**src/rtl/slice_controller.sv**
```systemverilog
// slice_controller
//   Frame-rate slice sequencer. Once per video frame (tick at hcount 1024,
//   vcount 768) it samples the katana position, derives Manhattan swipe speed
//   against the previous frame's sample, tests the veggie hitbox and runs an
//   ARMED / SPLIT / RELEASE FSM that drives split_out for HOLD_FRAMES frames.
//
// Ports
//   clk_in        pixel clock
//   rst_n_in      asynchronous active-low reset
//   hcount_in     horizontal pixel count (11b)
//   vcount_in     vertical line count (10b)
//   katana_x/y    katana position (11b / 10b)
//   veggie_x/y    veggie hitbox top-left (11b / 10b)
//   veggie_valid  veggie present and sliceable
//   split_out     veggie is split
//   slice_pulse   one-cycle strobe per new slice
//   slice_count   saturating slice counter (8b)
//   state_out     FSM state: 0 ARMED, 1 SPLIT, 2 RELEASE
module slice_controller #(
  parameter int unsigned SPEED_THRESH = 8,
  parameter int unsigned FAST_FRAMES  = 2,
  parameter int unsigned HOLD_FRAMES  = 60,
  parameter int unsigned HIT_SIZE     = 64
) (
  input  logic        clk_in,
  input  logic        rst_n_in,
  input  logic [10:0] hcount_in,
  input  logic [9:0]  vcount_in,
  input  logic [10:0] katana_x,
  input  logic [9:0]  katana_y,
  input  logic [10:0] veggie_x,
  input  logic [9:0]  veggie_y,
  input  logic        veggie_valid,
  output logic        split_out,
  output logic        slice_pulse,
  output logic [7:0]  slice_count,
  output logic [1:0]  state_out
);

  localparam logic [1:0] ARMED   = 2'd0;
  localparam logic [1:0] SPLIT   = 2'd1;
  localparam logic [1:0] RELEASE = 2'd2;

  localparam logic [3:0]  FAST_LAST = 4'(FAST_FRAMES - 1);
  localparam logic [7:0]  HOLD_LAST = 8'(HOLD_FRAMES - 1);
  localparam logic [11:0] THRESH    = 12'(SPEED_THRESH);

  logic [1:0]  state, state_nxt;
  logic [3:0]  fast_cnt, fast_nxt;
  logic [7:0]  hold_cnt, hold_nxt;
  logic [10:0] prev_x;
  logic [9:0]  prev_y;
  logic        prev_valid;

  logic        tick;
  logic [10:0] dx;
  logic [9:0]  dy;
  logic [11:0] speed;
  logic [11:0] x_lim;
  logic [10:0] y_lim;
  logic        fast;
  logic        in_box;
  logic        qualify;

  always_comb begin
    tick    = (hcount_in == 11'd1024) && (vcount_in == 10'd768);
    dx      = (katana_x >= prev_x) ? katana_x - prev_x : prev_x - katana_x;
    dy      = (katana_y >= prev_y) ? katana_y - prev_y : prev_y - katana_y;
    speed   = prev_valid ? ({1'b0, dx} + {2'b00, dy}) : '0;
    fast    = speed >= THRESH;
    // Upper bounds widened by one bit so the hitbox never wraps at screen edge
    x_lim   = {1'b0, veggie_x} + 12'(HIT_SIZE);
    y_lim   = {1'b0, veggie_y} + 11'(HIT_SIZE);
    in_box  = (katana_x >= veggie_x) && ({1'b0, katana_x} < x_lim) &&
              (katana_y >= veggie_y) && ({1'b0, katana_y} < y_lim);
    qualify = veggie_valid && in_box && fast;
  end

  always_comb begin
    state_nxt = state;
    fast_nxt  = fast_cnt;
    hold_nxt  = hold_cnt;
    case (state)
      ARMED: begin
        if (tick) begin
          if (qualify) begin
            if (fast_cnt == FAST_LAST) begin
              state_nxt = SPLIT;
              fast_nxt  = '0;
              hold_nxt  = '0;
            end else begin
              fast_nxt = fast_cnt + 4'd1;
            end
          end else begin
            fast_nxt = '0;
          end
        end else if (!veggie_valid) begin
          fast_nxt = '0;
        end
      end
      SPLIT: begin
        // Losing the veggie overrides the hold timer on any cycle
        if (!veggie_valid) begin
          state_nxt = RELEASE;
        end else if (tick) begin
          if (hold_cnt == HOLD_LAST) state_nxt = RELEASE;
          else                       hold_nxt  = hold_cnt + 8'd1;
        end
      end
      RELEASE: begin
        if (tick && (!in_box || !veggie_valid)) begin
          state_nxt = ARMED;
          fast_nxt  = '0;
        end
      end
      default: state_nxt = ARMED;
    endcase
  end

  always_ff @(posedge clk_in or negedge rst_n_in) begin
    if (!rst_n_in) begin
      state       <= ARMED;
      fast_cnt    <= '0;
      hold_cnt    <= '0;
      prev_x      <= '0;
      prev_y      <= '0;
      prev_valid  <= 1'b0;
      split_out   <= 1'b0;
      slice_pulse <= 1'b0;
      slice_count <= '0;
    end else begin
      state       <= state_nxt;
      fast_cnt    <= fast_nxt;
      hold_cnt    <= hold_nxt;
      split_out   <= (state_nxt == SPLIT);
      slice_pulse <= (state == ARMED) && (state_nxt == SPLIT);
      if ((state == ARMED) && (state_nxt == SPLIT) && (slice_count != '1))
        slice_count <= slice_count + 8'd1;
      if (tick) begin
        prev_x     <= katana_x;
        prev_y     <= katana_y;
        prev_valid <= 1'b1;
      end
    end
  end

  assign state_out = state;

endmodule
```
**config.mk**
```make
export PLATFORM = sky130hd
export DESIGN_NAME = slice_controller
export DESIGN_NICKNAME = d
export VERILOG_FILES = /design/src/rtl/slice_controller.sv
export SDC_FILE = /design/constraint.sdc
export NUM_CORES = 1
export LEC_CHECK = 0
export BUFFER_PORTS_ARGS = -buffer_cell sky130_fd_sc_hd__buf_2
export CORE_ASPECT_RATIO = 0.6
export CORE_UTILIZATION = 59
export CTS_CLUSTER_DIAMETER = 40
export DETAILED_ROUTE_END_ITERATION = 8
export PLACE_DENSITY = 0.92
export SLEW_MARGIN = 40
export SYNTH_ARGS = -nofsm -noshare
export SYNTH_HDL_FRONTEND = slang
export SYNTH_SLANG_ARGS = --single-unit
```
**constraint.sdc**
```tcl
create_clock -name clk_in -period 6.15 [get_ports clk_in]
set_clock_uncertainty 0.15 [all_clocks]
set_input_delay 1.23 -clock clk_in [delete_from_list [all_inputs] [get_ports clk_in]]
set_output_delay 1.23 -clock clk_in [all_outputs]
set_load 0.02 [all_outputs]
```
==> results of run 1 <==
-- sequential cells by signal, indices dropped and copies added, names as in the netlist --
name / count
slice_count: 8
fast_cnt: 4
state_out: 2
prev_valid: 1
split_out: 1
hold_cnt: 8
slice_pulse: 1
prev_x: 11
prev_y: 10
-- layout make-up --
cell class                 instances  area share, %
multi-input combinational        514           58.3
sequential                        46           16.7
timing repair buffer             165           16.1
inverter                          85           4.70
tap                              112           2.03
clock buffer                       5           1.81
clock inverter                     3          0.345
-- critical path, stage by stage --
cell and delay (ns):
buf_8 0.10, inv_4 0.05, ha_4 0.14, inv_4 0.04, fa_2 0.35, a21o_1 0.23
a2111oi_4 0.34, o41ai_2 0.14, o21ai_2 0.32, buf_12 0.16, mux2i_1 0.19, o221ai_1 0.12
a21oi_1 0.21, xnor2_1 0.14, ha_1 0.33, inv_2 0.04, a222oi_1 0.45, o2111ai_2 0.19
nor4_2 0.19, nand3_1 0.16, o311ai_4 0.37, o31a_1 0.35, buf_6 0.15, buf_12 0.09
o31ai_1 0.07, a21oi_1 0.15
-- worst paths after layout --
kind / end / slack, ns / depth (start not counted)
worst min register to register: slice_count[4] / 0.36 / 1
max in group asynchronous: prev_valid / 4.61 / 1
min in group asynchronous: prev_x[4] / 0.80 / 1
worst max register to register: hold_cnt[7] / 0.53 / 24
worst min-delay path: slice_count[4] / 0.36 / 1
worst max-delay path: hold_cnt[7] / -0.09 / 26
-- per-layer routing --
| metal | part of all wire, % | up-vias | GRT usage, % |
|---|---|---|---|
| li1 | - | 2655 | - |
| met2 | 47 | 305 | 57.4 |
| met4 | 2.3 | 0 | 12.6 |
| met3 | 7.5 | 46 | 4.71 |
| met5 | 0 | - | 0 |
| met1 | 43 | 2632 | 43.1 |
-- power by group --
group          internal, mW  switching, mW
Combinational         0.214          0.231
Clock                 0.153          0.137
Sequential            0.303        0.00123
-- Yosys cell counts (8+ instances only) --
cell / number
o21ai_0: 54
and3_1: 8
xnor2_1: 22
dfrtp_1: 46
o21a_1: 11
nor2_1: 31
or3_1: 10
nor2b_1: 10
a21oi_1: 38
nand2b_1: 9
inv_1: 85
ha_1: 86
nor3_1: 9
clkbuf_1: 11
mux2i_1: 14
a31oi_1: 8
nand3_1: 14
nand2_1: 62
a21o_1: 17
-- timing repair --
action                     4_1_cts  5_1_grt
pin swaps                        0       47
hold buffers                     0        0
buffers inserted                 0       14
setup endpoints to repair       16       22
cloned                           0        2
resized for setup                3       45
-- logic make-up (layout without fill, tap and decap cells) --
logic type / after synthesis / count (layout)
flops: 46 / 46
buf+inv: 102 / 258
compound gates: 176 / 176
fa+ha+maj: 91 / 91
xor+xnor: 28 / 28
simple gates: 198 / 198
mux: 21 / 21
==> results.sh, run 1 <==
export IMPL_status="complete, but fails checks"
export IMPL_violations="design-rule violations, negative setup slack"
export IMPL_final_common_cell="buf_4"
export IMPL_end_kind="flop"
export IMPL_yosysWarningCount=0
export IMPL_via_count=5638
export IMPL_die_x_um=125
export IMPL_start_util_pct=61.8
export IMPL_critPathMaxFanout=6
export IMPL_post_route_period_util_pct=101
export IMPL_gp_congestion=0.978
export IMPL_syn_nets=819
export IMPL_synth_mux_area_fraction_pct=4.24
export IMPL_ant_nets=0
export IMPL_yosys_top_cells_area="dfrtp_1, ha_1, inv_1, o21ai_0, nand2_1"
export IMPL_hold_class="flop to flop"
export IMPL_placed_area_um2=6390
export IMPL_slew_headroom_pct=56.6
export IMPL_hold_viol=0
export IMPL_cp_startpoint="katana_y[0]"
export IMPL_leakagePower_nw=3.47
export IMPL_drv_slew=0
export IMPL_tns_ns=-0.547
export IMPL_timing_rr_start="prev_y[0]"
export IMPL_arrival_ns=6.31
export IMPL_max_cap_violations=0
export IMPL_die_area_um2=9460
export IMPL_final_setup_worst_slack_ns=-0.0903
export IMPL_dp_cells=906
export IMPL_firstDrtPassIters=8
export IMPL_startpoint_type="input pin"
export IMPL_yosys_area_share_simple_pct=19.2
export IMPL_nets=974
export IMPL_clk_pin_slew_worst_paths_ns=0.07
export IMPL_path_class="input pin to flop"
export IMPL_antenna_cells=0
export IMPL_tightest_slew_ns=0.652
export IMPL_period_minus_slack_ns=6.24
export IMPL_io_buffers=77
export IMPL_p_per_area_nw_per_um2=150
export IMPL_drive_above_1_share_pct=26.9
export IMPL_hold_start="slice_count[4]"
export IMPL_clk_path_buf_depth=2
export IMPL_wire_per_inst_um=17.3
export IMPL_synthArstFlopShare_pct=100
export IMPL_wl_mm=16.1
export IMPL_clock_fmax_mhz=160
export IMPL_grt_pass1_vias=5147
export IMPL_synth_top_family_by_area="adder cells"
export IMPL_synth_edf_count=0
export IMPL_multi_input_area_um2=4020
export IMPL_fin_hold_ws_ns=0.358
export IMPL_grt_pass1_wl_mm=24.4
export IMPL_finalPower_mw=1.04
export IMPL_pre_cts_ws_ns=-0.415
export IMPL_synth_seq_cells=46
export IMPL_grt_ovfl_total=0
export IMPL_final_cell_mix="buf_4, inv_1, ha_1, buf_2, nand2_1"
export IMPL_io_pins=78
export IMPL_avgSynthCellArea_um2=8.07
export IMPL_synth_largest_area_cell="dfrtp_1"
export IMPL_synth_compound_area_share_pct=21.1
export IMPL_synth_cell_types=66
export IMPL_coreArea_um2=8650
export IMPL_regArea_um2=1150
export IMPL_rsz0062_at_grt="true"
export IMPL_clock_latency_ns=0.30
export IMPL_grt_use_total_pct=33.0
export IMPL_syn_cell_area_um2=5350
export IMPL_stdcell_area_um2=6900
export IMPL_fillerInstances=569
export IMPL_cts_sinks=46
export IMPL_fin_util_pct=79.7
export IMPL_cts_buffers=5
export IMPL_place_hpwl_mm=12.3
export IMPL_cts_tree="built"
export IMPL_grt_max_degree=47
export IMPL_drtIter0Drc=429
export IMPL_synth_adder_area_share_pct=22.0
export IMPL_antenna_found_initial=1
export IMPL_setup_viol=8
export IMPL_row_count=26
export IMPL_synth_flop_cell="dfrtp_1"
export IMPL_netlist_instances=662
export IMPL_worstPathRequired_ns=6.22
export IMPL_yosys_area_top_type_share_pct=21.5
export IMPL_route_detailed_drc=2
export IMPL_synthXorXnorAreaFrac_pct=4.59
export IMPL_synth_seq_area_share_pct=21.5
export IMPL_area_growth_pct=29.1
export IMPL_instances_no_fill=930
export IMPL_h_tree_depth=2
export IMPL_die_y_um=75.7
export IMPL_root_buffer="clkbuf_16"
export IMPL_via_per_inst=6.06
export IMPL_ir_drop_mv=0.118
(Power assumes the default switching activity.)
==> inputs of run 2 (changes only) <==
--- a/config.mk
+++ b/config.mk
@@ -7,10 +7,10 @@
 export LEC_CHECK = 0
 export BUFFER_PORTS_ARGS = -buffer_cell sky130_fd_sc_hd__buf_2
 export CORE_ASPECT_RATIO = 0.6
-export CORE_UTILIZATION = 59
+export CORE_UTILIZATION = 41
 export CTS_CLUSTER_DIAMETER = 40
 export DETAILED_ROUTE_END_ITERATION = 8
-export PLACE_DENSITY = 0.92
+export PLACE_DENSITY = 0.7
 export SLEW_MARGIN = 40
 export SYNTH_ARGS = -nofsm -noshare
 export SYNTH_HDL_FRONTEND = slang
==> run 2 against run 1 <==
The flow now finishes without violations. First-iteration DRC count fell by 6.1%. Count of clock-buffer cells in the layout did not move. Power fell by 4.0%. Final area rose by 1.8%. Largest power group unchanged.
==> results.sh, run 2 (same netlist as run 1, synthesis figures left out) <==
export IMPL_via_count=5365
export IMPL_cpPeakStageDelay_ns=0.48
export IMPL_wire_per_inst_um=15.8
export IMPL_h_tree_depth=2
export IMPL_start_util_pct=43.2
export IMPL_clock_latency_ns=0.29
export IMPL_antenna_cells=0
export IMPL_drv_slew=0
export IMPL_clk_path_buf_depth=2
export IMPL_clock_fmax_mhz=166
export IMPL_leakagePower_nw=3.49
export IMPL_end_kind="flop"
export IMPL_rsz0062_at_grt="true"
export IMPL_root_buffer="clkbuf_16"
export IMPL_ir_drop_mv=0.105
export IMPL_top_regs="prev_x (11), prev_y (10)"
export IMPL_tns_ns=0
export IMPL_swShare_pct=33.8
export IMPL_cp_slowest_cell="or4_4"
export IMPL_wl_mm=15.6
export IMPL_worstPathRequired_ns=6.21
export IMPL_p_int_mw=0.659
export IMPL_row_count=31
export IMPL_grt_use_total_pct=22.6
export IMPL_fillerInstances=1062
export IMPL_die_y_um=90.4
export IMPL_slew_headroom_pct=47.2
export IMPL_max_cap_violations=0
export IMPL_tightest_slew_ns=0.785
export IMPL_clk_pin_slew_worst_paths_ns=0.06
export IMPL_antenna_found_initial=1
export IMPL_gp_congestion=0.985
export IMPL_hold_buffers=0
export IMPL_cts_sinks=46
export IMPL_path_class="input pin to flop"
export IMPL_die_area_um2=13500
export IMPL_place_hpwl_mm=12.1
export IMPL_post_route_period_util_pct=98.2
export IMPL_largest_reg_flops=11
export IMPL_cp_num_buf_inv=6
export IMPL_fin_hold_ws_ns=0.356
export IMPL_cts_tree="built"
export IMPL_regArea_um2=1150
export IMPL_nets=976
export IMPL_final_setup_worst_slack_ns=0.113
export IMPL_firstDrtPassIters=5
export IMPL_grt_max_degree=47
export IMPL_top_register="prev_x"
export IMPL_final_common_cell="buf_4"
export IMPL_multi_input_area_um2=4060
export IMPL_io_pins=78
export IMPL_io_buffers=77
export IMPL_via_per_inst=5.45
export IMPL_grt_ovfl_total=0
export IMPL_p_per_area_nw_per_um2=142
export IMPL_grt_pass1_wl_mm=24.6
export IMPL_critPathMaxFanout=6
export IMPL_cts_buffers=5
export IMPL_pre_cts_ws_ns=-0.383
export IMPL_ant_nets=0
export IMPL_power_frac_seq_pct=30.5
export IMPL_switching_power_mw=0.337
export IMPL_status="finished, final reports clean"
export IMPL_dp_cells=964
export IMPL_hold_class="flop to flop"
export IMPL_arrival_ns=6.10
export IMPL_final_cell_mix="buf_4, ha_1, inv_1, buf_2, nand2_1"
export IMPL_p_clk_share_pct=26.5
export IMPL_startpoint_type="input pin"
export IMPL_coreArea_um2=12400
export IMPL_drtIter0Drc=403
export IMPL_combPwrFrac_pct=43.0
export IMPL_hold_viol=0
export IMPL_drive_above_1_share_pct=28.1
export IMPL_grt_pass1_vias=5236
export IMPL_area_growth_pct=31.4
export IMPL_crit_top_cell="buf_6"
export IMPL_die_x_um=149
export IMPL_cpLargestDelayFamily="compound AO/OA/AOI/OAI gates"
export IMPL_route_detailed_drc=0
export IMPL_setup_viol=0
export IMPL_instances_no_fill=984
export IMPL_path_cells="buf_8 > inv_6 > ha_4 > inv_4 > fa_2 > a21o_1 > a2111oi_4 > o41ai_2 > o21ai_2 > buf_6 > buf_12 > mux2_4 > fa_1 > a211o_1 > a31oi_4 > mux2i_1 > nor4_2 > nand3_1 > o311ai_4 > o31a_1 > buf_6 > or4_4 > a21oi_2"
export IMPL_period_minus_slack_ns=6.04
-- run 2: cell count changes in the layout (fill, tap and decap cells not counted), sizes merged --
cell / delta
clkinvlp: -2
inv: -1
buf: +2
clkinv: +2
-- run 2: final cells by class --
type                       count  area share, %
multi-input combinational    514           57.9
sequential                    46           16.4
timing repair buffer         167           16.2
inverter                      85           4.69
tap                          165           2.94
clock buffer                   5           1.78
clock inverter                 2          0.143
-- run 2: power by group through the flow --
stage / logic [mW] / registers (mW) / clock network, mW
floorplan: 0.230 / 0.309 / 0
global placement: 0.371 / 0.309 / 0
detailed placement: 0.375 / 0.310 / 0
CTS: 0.381 / 0.304 / 0.272
global route: 0.470 / 0.304 / 0.282
finish: 0.428 / 0.304 / 0.264
-- run 2: path summary, 6_finish.rpt --
path                            slack (ns)            from  cells after the start             end
max in group asynchronous             4.52        rst_n_in                      2     fast_cnt[1]
min in group asynchronous             0.87        rst_n_in                      2       prev_x[3]
worst min-delay path                  0.36  slice_count[7]                      1  slice_count[7]
worst min register to register        0.36  slice_count[7]                      1  slice_count[7]
worst max-delay path                  0.11     katana_y[0]                     23     hold_cnt[7]
worst max register to register        0.75       prev_x[7]                     22     hold_cnt[7]
-- run 2: through the flow --
| stage | power [mW] | util [%] | area, µm² |
|---|---|---|---|
| finish | 0.996 | 56.7 | 7020 |
| global route | 1.06 | 56.7 | 7020 |
| CTS | 0.956 | 53.7 | 6640 |
| detailed placement | 0.685 | 52.5 | 6490 |
| global placement | 0.681 | 52.5 | 6490 |
| floorplan | 0.539 | - | 5380 |
-- run 2: what timing repair did --
action,4_1_cts,5_1_grt
pin swaps,1,36
endpoints found under the setup margin,12,23
cloned,0,2
setup buffers,0,11
gates resized for setup,3,63
-- run 2: routing by layer --
metal  up-vias  wire length [µm]  GRT usage (%)  share of wire, %
li1       2646                 -              -                 -
met1      2514              7520           32.7                48
met2       181              6800           34.7                44
met3        24              1020           3.33               6.5
met4         0               223           5.36               1.4
met5         -                 0              0                 0
==> inputs of run 3 (changes only) <==
==> config.mk (replaced) <==
export PLATFORM = sky130hd
export DESIGN_NAME = slice_controller
export DESIGN_NICKNAME = d
export VERILOG_FILES = /design/src/rtl/slice_controller.sv
export SDC_FILE = /design/constraint.sdc
export NUM_CORES = 1
export LEC_CHECK = 0
export BUFFER_PORTS_ARGS = -buffer_cell sky130_fd_sc_hd__clkbuf_2
export CORE_UTILIZATION = 41
export CTS_CLUSTER_DIAMETER = 40
export DETAILED_ROUTE_END_ITERATION = 8
export PLACE_DENSITY = 0.7
export SLEW_MARGIN = 25
export SYNTH_ARGS = -nofsm -noshare
export SYNTH_HDL_FRONTEND = slang
export SYNTH_SLANG_ARGS = --single-unit
==> run 3 against run 2 <==
Clock power up 8.7%. Non-clock buffer count down 8. First-iteration DRC count down 40%. Flip-flop and latch count unchanged. Hold slack better by 0.0078 ns. Critical path depth up 2. Sequential power about the same. Core utilization down 2.5 points. Count of clock-buffer cells in the layout unchanged. Critical endpoint is now hold_cnt[0]. Largest cell class unchanged.
==> results.sh, run 3 (same netlist as run 1, synthesis figures left out) <==
export IMPL_critPathMaxFanout=6
export IMPL_clock_fmax_mhz=167
export IMPL_ir_drop_mv=0.118
export IMPL_io_buffers=77
export IMPL_cts_sinks=46
export IMPL_arrival_ns=6.01
export IMPL_setup_viol=0
export IMPL_start_util_pct=42.2
export IMPL_cp_startpoint="katana_y[0]"
export IMPL_area_growth_pct=28.7
export IMPL_hold_class="flop to flop"
export IMPL_grt_pass1_wl_mm=22.2
export IMPL_path_class="input pin to flop"
export IMPL_hold_viol=0
export IMPL_largest_reg_flops=11
export IMPL_period_minus_slack_ns=5.98
export IMPL_die_y_um=116
export IMPL_fillerInstances=1185
export IMPL_via_per_inst=5.24
export IMPL_instances_no_fill=984
export IMPL_end_kind="flop"
export IMPL_h_tree_depth=2
export IMPL_grt_use_total_pct=20.5
export IMPL_cts_buffers=5
export IMPL_leakagePower_nw=3.44
export IMPL_clk_pin_slew_worst_paths_ns=0.07
export IMPL_hold_buffers=0
export IMPL_final_cell_mix="ha_1, inv_1, buf_4, clkbuf_2, nand2_1"
export IMPL_max_cap_violations=0
export IMPL_root_buffer="clkbuf_16"
export IMPL_top_regs="prev_x (11), prev_y (10)"
export IMPL_wire_per_inst_um=13.4
export IMPL_drive_above_1_share_pct=26.2
export IMPL_tightest_slew_ns=0.610
export IMPL_wl_mm=13.2
export IMPL_die_area_um2=13500
export IMPL_die_x_um=116
export IMPL_via_count=5158
export IMPL_gp_congestion=0.937
export IMPL_io_pins=78
export IMPL_drv_slew=0
export IMPL_clock_latency_ns=0.30
export IMPL_worstPathRequired_ns=6.18
export IMPL_cts_tree="built"
export IMPL_status="finished, final reports clean"
export IMPL_hold_start="prev_y[8]"
export IMPL_row_count=41
export IMPL_antenna_found_initial=0
export IMPL_nets=968
export IMPL_rsz0062_at_grt="true"
export IMPL_slew_headroom_pct=59.3
export IMPL_p_per_area_nw_per_um2=144
export IMPL_timing_rr_start="prev_y[0]"
export IMPL_clk_path_buf_depth=2
export IMPL_drtIter0Drc=243
export IMPL_startpoint_type="input pin"
export IMPL_ant_nets=0
export IMPL_top_register="prev_x"
export IMPL_regArea_um2=1150
export IMPL_grt_ovfl_total=0
export IMPL_firstDrtPassIters=5
export IMPL_route_detailed_drc=0
export IMPL_grt_pass1_vias=4946
export IMPL_coreArea_um2=12700
export IMPL_tns_ns=0
export IMPL_post_route_period_util_pct=97.3
export IMPL_antenna_cells=0
export IMPL_dp_cells=966
export IMPL_multi_input_area_um2=4010
export IMPL_place_hpwl_mm=10.6
export IMPL_grt_max_degree=47
export IMPL_rrSetupSlack_ns=0.81
export IMPL_final_common_cell="ha_1"
## run 3: final timing paths
path	cells after the start	end
max in group asynchronous	2	prev_x[3]
hold reg to reg	2	prev_y[8]
setup / recovery	25	hold_cnt[0]
setup reg to reg	23	hold_cnt[0]
hold / removal	2	prev_y[8]
min in group asynchronous	2	hold_cnt[7]
## run 3: where the power goes
group | internal, mW | switching [mW]
Combinational | 0.195 | 0.203
Sequential | 0.303 | 0.00109
Clock | 0.151 | 0.135
## run 3: layout make-up
class                      count  share of cell area, %
sequential                    46                   16.7
inverter                      85                   4.71
clock buffer                   5                   1.82
tap                          172                   3.13
timing repair buffer         159                   14.9
clock inverter                 3                  0.309
multi-input combinational    514                   58.4
## run 3: metal layers
| layer | global-route usage [%] | wire [µm] | vias up |
|---|---|---|---|
| met5 | 0 | 0 | - |
| met4 | 3.59 | 102 | 0 |
| met3 | 2.44 | 543 | 6 |
| met2 | 35.9 | 6420 | 104 |
| met1 | 27.3 | 6160 | 2412 |
| li1 | - | - | 2636 |
## run 3: critical path: stages
cell       delay (ns)
buf_6            0.10
inv_4            0.05
ha_4             0.14
inv_4            0.04
fa_2             0.37
a21o_1           0.23
a2111oi_4        0.30
o41ai_2          0.14
o21ai_2          0.29
buf_4            0.18
buf_6            0.10
nand2_2          0.04
o21a_1           0.12
a31oi_2          0.16
xnor2_1          0.11
ha_2             0.19
or4_4            0.54
a21oi_4          0.14
o2111ai_2        0.14
nor4_2           0.24
nand3_1          0.16
o311ai_4         0.31
o31a_1           0.30
nor4b_4          0.09
mux2_4           0.31
## run 3: per-stage QoR
| step | hold slack (ns) | utilization, % | worst slack, ns | power (mW) | area [µm²] |
|---|---|---|---|---|---|
| floorplan | 0.324 | - | 0.00320 | 0.539 | 5380 |
| global placement | 0.343 | 50.9 | -0.209 | 0.664 | 6450 |
| detailed placement | 0.349 | 50.9 | -0.315 | 0.668 | 6450 |
| CTS | 0.365 | 52.3 | 0.00488 | 0.960 | 6630 |
| global route | 0.385 | 54.3 | -0.0806 | 1.05 | 6880 |
| finish | 0.364 | 54.3 | 0.166 | 0.989 | 6880 |
## run 3: what timing repair did
item,CTS,global route
setup buffers,3,8
resized for setup,2,45
endpoints found under the setup margin,2,23
gates cloned,0,1
pin swaps,5,29
